**src/rtl/countdown_timer.sv**
```systemverilog
// countdown_timer
//
// Loadable down-counter with a terminal-count pulse. A load captures
// load_val. A non-zero value starts a countdown. While running, each
// cycle with en=1 decrements the count by one. Reaching zero gives a
// one-cycle done pulse.
//
// Build option COUNTDOWN_AUTO_RELOAD_EN:
//   undefined : one-shot. The timer returns to IDLE after the terminal
//               decrement.
//   defined   : periodic. The terminal decrement reloads the last loaded
//               value and the timer stays in RUN.
//
// Ports:
//   clk       in   sole clock, rising edge
//   rst       in   synchronous active-high reset
//   load      in   load request; takes priority over en
//   load_val  in   [WIDTH-1:0] start value
//   en        in   decrement enable, used only in RUN
//   count     out  [WIDTH-1:0] registered counter value
//   busy      out  registered, high in RUN
//   done      out  registered, one-cycle pulse after a terminal decrement
//   zero      out  combinational, count == 0
//
// State | meaning
// IDLE  | not counting; en ignored; busy=0
// RUN   | counting down on en; busy=1

module countdown_timer #(
    parameter int WIDTH = 4
) (
    input  logic             clk,
    input  logic             rst,
    input  logic             load,
    input  logic [WIDTH-1:0] load_val,
    input  logic             en,
    output logic [WIDTH-1:0] count,
    output logic             busy,
    output logic             done,
    output logic             zero
);

    typedef enum logic {
        IDLE = 1'b0,
        RUN  = 1'b1
    } state_t;

    localparam logic [WIDTH-1:0] ONE = WIDTH'(1);

    state_t           state_q, state_d;
    logic [WIDTH-1:0] count_q, count_d;
    logic             done_q,  done_d;
`ifdef COUNTDOWN_AUTO_RELOAD_EN
    logic [WIDTH-1:0] reload_q, reload_d;
`endif

    always_ff @(posedge clk) begin
        if (rst) begin
            state_q  <= IDLE;
            count_q  <= '0;
            done_q   <= 1'b0;
`ifdef COUNTDOWN_AUTO_RELOAD_EN
            reload_q <= '0;
`endif
        end else begin
            state_q  <= state_d;
            count_q  <= count_d;
            done_q   <= done_d;
`ifdef COUNTDOWN_AUTO_RELOAD_EN
            reload_q <= reload_d;
`endif
        end
    end

    always_comb begin
        state_d  = state_q;
        count_d  = count_q;
        done_d   = 1'b0;
`ifdef COUNTDOWN_AUTO_RELOAD_EN
        reload_d = reload_q;
`endif
        if (load) begin
            // A load also wins over a coinciding terminal decrement, so
            // no done pulse is produced in that case.
            count_d = load_val;
`ifdef COUNTDOWN_AUTO_RELOAD_EN
            reload_d = load_val;
`endif
            state_d = (load_val != '0) ? RUN : IDLE;
        end else if (state_q == RUN && en) begin
            if (count_q == ONE) begin
                done_d = 1'b1;
`ifdef COUNTDOWN_AUTO_RELOAD_EN
                count_d = reload_q;
                state_d = RUN;
`else
                count_d = '0;
                state_d = IDLE;
`endif
            end else if (count_q == '0) begin
                // RUN with a zero count is unreachable. Drop back to IDLE
                // without a pulse, and never wrap.
                state_d = IDLE;
            end else begin
                count_d = count_q - ONE;
            end
        end
    end

    assign count = count_q;
    assign busy  = (state_q == RUN);
    assign done  = done_q;
    assign zero  = (count_q == '0);

endmodule
```
**config.mk**
```make
export PLATFORM = sky130hd
export DESIGN_NAME = countdown_timer
export DESIGN_NICKNAME = d
export VERILOG_FILES = /design/src/rtl/countdown_timer.sv
export SDC_FILE = /design/constraint.sdc
export NUM_CORES = 1
export LEC_CHECK = 0
export BUFFER_PORTS_ARGS = -buffer_cell sky130_fd_sc_hd__buf_2
export CAP_MARGIN = 20
export CORE_AREA = 4 4 41 43
export CTS_CLUSTER_SIZE = 14
export DETAILED_ROUTE_END_ITERATION = 7
export DIE_AREA = 0 0 45 47
export MAX_ROUTING_LAYER = met4
export PLACE_DENSITY = 0.52
export SYNTH_ARGS = -nofsm -noshare
export SYNTH_HDL_FRONTEND = slang
export SYNTH_SLANG_ARGS = --single-unit
```
**constraint.sdc**
```tcl
create_clock -name clk -period 1.37 [get_ports clk]
set_clock_uncertainty 0.1 [all_clocks]
set_input_delay 0.2055 -clock clk [delete_from_list [all_inputs] [get_ports clk]]
set_output_delay 0.2055 -clock clk [all_outputs]
set_load 0.03 [all_outputs]
```
==> impl.org <==
** Synth
- Cell variety after synth :: 22
- The number of nets handed over by synthesis was between 50 and 60.
- Post-synthesis sequential element count :: 6
- The mapped netlist covers approximately 380 sq um.
- A synthesized cell averages around 8.7 sq um.
- The Yosys step of the flow raised 0 warnings.
- The share of the Yosys chip area taken by registers is 31.4%.
- Post-synthesis instance total :: 44

** Setup path
- The critical path is of the reg -> reg type.
- Required time of the critical path :: 1420 ps
- Type of element capturing the critical path :: flip-flop
- Crit start category :: flip-flop
- At the worst endpoint, the arrival time is 1480 ps.
- Of all nets on the critical path, the largest fanout is 5.

** Power and ir drop
- Power comes to 793 uW.
- P_leak :: 0.307 nW
- Clock power frac :: 24.6%
- Net switching is 37.3% of the power.
- In this run the power density over the cells is 1160 nW/um^2.
- Logic gate share of total power :: 47.7%
- Internal power comes to 497 uW.
- Net switching power :: 296 uW
- Sequential cells account for 27.7% of the total power.
- VDD sags by at most 0.650 mV.

** STA
- Setup violations remaining at the end of the flow were counted as 3.
- Rel. slew slack :: 78.6%
- Slew Limit Fails :: 0
- Final worst-path setup slack :: -54.3 ps
- The worst path uses 104% of the clock period.
- In the final timing run, aggregate negative setup slack is -137 ps.
- The tightest hold path in the finished design has a slack of 90.1 ps.
- For the pin with the worst max-slew slack, the measured transition is ~320 ps.
- The number of failing hold endpoints at the final stage came to 0.
- RSZ-0062 raised after global routing :: true
- Final min period :: 1420 ps
- Upper clock frequency limit :: 702 MHz

** Clocking
- Maximum level of the CTS H-tree :: 1
- CTS clk-pin slew, worst paths :: 60 ps
- TritonCTS built the clock tree.
- The number of hold buffers added after CTS was 0.
- In this run, CTS created clock tree buffers numbering 3.
- Maximum root-to-sink buffer count :: 2
- Clock tree root driver cell :: sky130_fd_sc_hd__clkbuf_4
- For this design, the sink count on the clock tree is 6.
- For the worst-skew pair, the clock arrives at the later sink with an insertion delay of approximately 260 ps.

** Global route
- Antenna violations before repair :: 0
- The via count of the first global-routing pass is 476.
- The first global-routing pass estimated 2.11 mm of wire.
- For this run, the total global-route usage over all layers was measured as between 10 and 15%.
- After global routing the overflow that remains totals 0.
- Entering global routing, the biggest net connects 9 pins.

** Min path
- Hold crit path type :: in -> reg

** Drt
- Detailed routing inserted a total of about 480 vias.
- The first TritonRoute pass finished after 4 iterations.
- Wirelength per Cell :: between 10 and 15 um
- Summed over all layers, the routed wires come to 1.21 mm.
- DRT antenna net count :: 0
- Using the TritonRoute via totals, the vias-per-cell ratio works out to 5.28.
- In the routed design, unresolved DRC markers number 0.
- Initial drt markers :: 9

** Die
- The floorplan step set the die width to ~45 um.
- 15 I/O pins were placed.
- Die footprint :: 2120 sq um
- Vertical die dimension :: 47 um
- The initial utilization of the core area, before any placement, comes to about 30%.
- The core region is approximately 1300 sq um.
- After floorplanning, the core was divided into 13 placement rows.

** Placement
- After legalization and detailed placement, the total HPWL measured between 800 and 900 um.
- At the end of routability-driven placement, the weighted congestion stood at roughly 0.77.
- Port buffering added 14 buffers.

** Layout
- The filler cells instantiated in the layout total 140.
- In the final layout, the share of cells above drive strength 1 is 66.7%.
- Compared with the post-synthesis result, the final layout area differs by 79.1%.
- Leading cell types in the layout, fill and taps excluded :: sky130_fd_sc_hd__buf_2 (13), sky130_fd_sc_hd__buf_4 (13), sky130_fd_sc_hd__a21oi_1 (5)
- Ant. Diodes :: 0
- In the final layout, flip-flops and latches occupy 134 sq um.
- In the final layout, the multi-input gates occupy approximately 300 sq um.
- After the last flow step, the layout net total stands at 87.
- At the end of the flow the core is filled with cells to between 50 and 60%.

** Outcome
- Run status :: finished, violations left
- Violations in the final reports :: negative setup slack

** Run
- Max-cap viol count :: 0
[routing by layer]
metal	track usage, %	wire length (um)	part of all wire, %	vias to the layer above
met5	-	0	0	-
met4	8.19	36	3.0	0
met3	6.90	110	9.1	5
met2	23.2	589	49	21
met1	15.3	476	39	222
li1	-	-	-	227
[cell usage after synthesis]
library cell               n  share of area [%]
sky130_fd_sc_hd__a21oi_1   6                7.8
sky130_fd_sc_hd__dfxtp_1   6                 31
sky130_fd_sc_hd__a211oi_1  4                7.8
sky130_fd_sc_hd__inv_1     4                3.9
sky130_fd_sc_hd__nor2_1    4                3.9
sky130_fd_sc_hd__ha_1      3                9.8
sky130_fd_sc_hd__nand2_1   2                2.0
sky130_fd_sc_hd__a21o_1    1                2.0
sky130_fd_sc_hd__a221oi_1  1                2.3
sky130_fd_sc_hd__a31oi_2   1                3.3
sky130_fd_sc_hd__a32o_1    1                2.6
sky130_fd_sc_hd__and2_1    1                1.6
sky130_fd_sc_hd__buf_2     1                1.3
sky130_fd_sc_hd__mux2i_1   1                2.6
sky130_fd_sc_hd__nand3b_1  1                2.0
sky130_fd_sc_hd__nor3_1    1                1.3
sky130_fd_sc_hd__nor3_2    1                2.6
sky130_fd_sc_hd__nor4_1    1                1.6
sky130_fd_sc_hd__nor4b_1   1                2.3
sky130_fd_sc_hd__o211ai_1  1                2.0
sky130_fd_sc_hd__o41ai_2   1                4.2
sky130_fd_sc_hd__or3_1     1                1.6
[final timing paths]
check            from       end  slack, ps  cells after the start
min reg2reg      busy      done        370                      2
max          count[0]  count[0]        -50                      6
min               rst  count[0]         90                      2
max reg2reg  count[0]  count[0]        -50                      6
[cells by family (layout without fill, tap and decap cells)]
| group | after synthesis | in the layout | synth area share, % |
|---|---|---|---|
| and+or+nand+nor | 13 | 13 | 19.0 |
| AOI/OAI and AO/OA | 16 | 16 | 32.0 |
| buffers and inverters | 5 | 36 | 5.23 |
| DFF | 6 | 6 | 31.4 |
| muxes | 1 | 1 | 2.61 |
| adders and majority gates | 3 | 3 | 9.80 |
[power by group through the flow]
stage | Sequential [mW] | Combinational, mW | Clock (mW)
after floorplan | 0.257 | 0.158 | 0
after detailed placement | 0.220 | 0.307 | 0
final | 0.220 | 0.378 | 0.195
after CTS | 0.220 | 0.376 | 0.199
after global placement | 0.220 | 0.306 | 0
after global routing | 0.224 | 0.412 | 0.207
[timing repair]
item,CTS,global route
setup buffers,5,0
endpoints found under the setup margin,5,7
resized for setup,13,1
pin swaps,7,3
[area by class of cell]
| cell class | instances | share of cell area, % |
|---|---|---|
| clock buffers | 4 | 3.83 |
| inverters | 4 | 3.28 |
| multi-input cells | 33 | 43.6 |
| flip-flops and latches | 6 | 19.5 |
| well taps | 15 | 2.74 |
| repair buffers | 28 | 27.0 |
[stage by stage]
| stage | setup WS, ps | area, sq um | instances |
|---|---|---|---|
| 6_report | -54.3 | 686 | 90 |
| 5_1_grt | -103 | 686 | 90 |
| 4_1_cts | -51.0 | 683 | 90 |
| 3_5_place_dp | -51.3 | 583 | 81 |
| 3_3_place_gp | -42.0 | 583 | 81 |
| 2_1_floorplan | -15.0 | 432 | 44 |
[critical path, cell delays in order, from the launching register on]
cell and delay [ps]:
sky130_fd_sc_hd__dfxtp_4 380, sky130_fd_sc_hd__buf_6 100, sky130_fd_sc_hd__ha_4 160, sky130_fd_sc_hd__inv_4 50, sky130_fd_sc_hd__a31oi_4 240, sky130_fd_sc_hd__mux2i_1 210
sky130_fd_sc_hd__a21oi_1 70
[state kept, by name (all words and copies together), names as in the netlist]
register  cells
done          1
busy          1
count         4
Power figures use the tool's default switching activity.
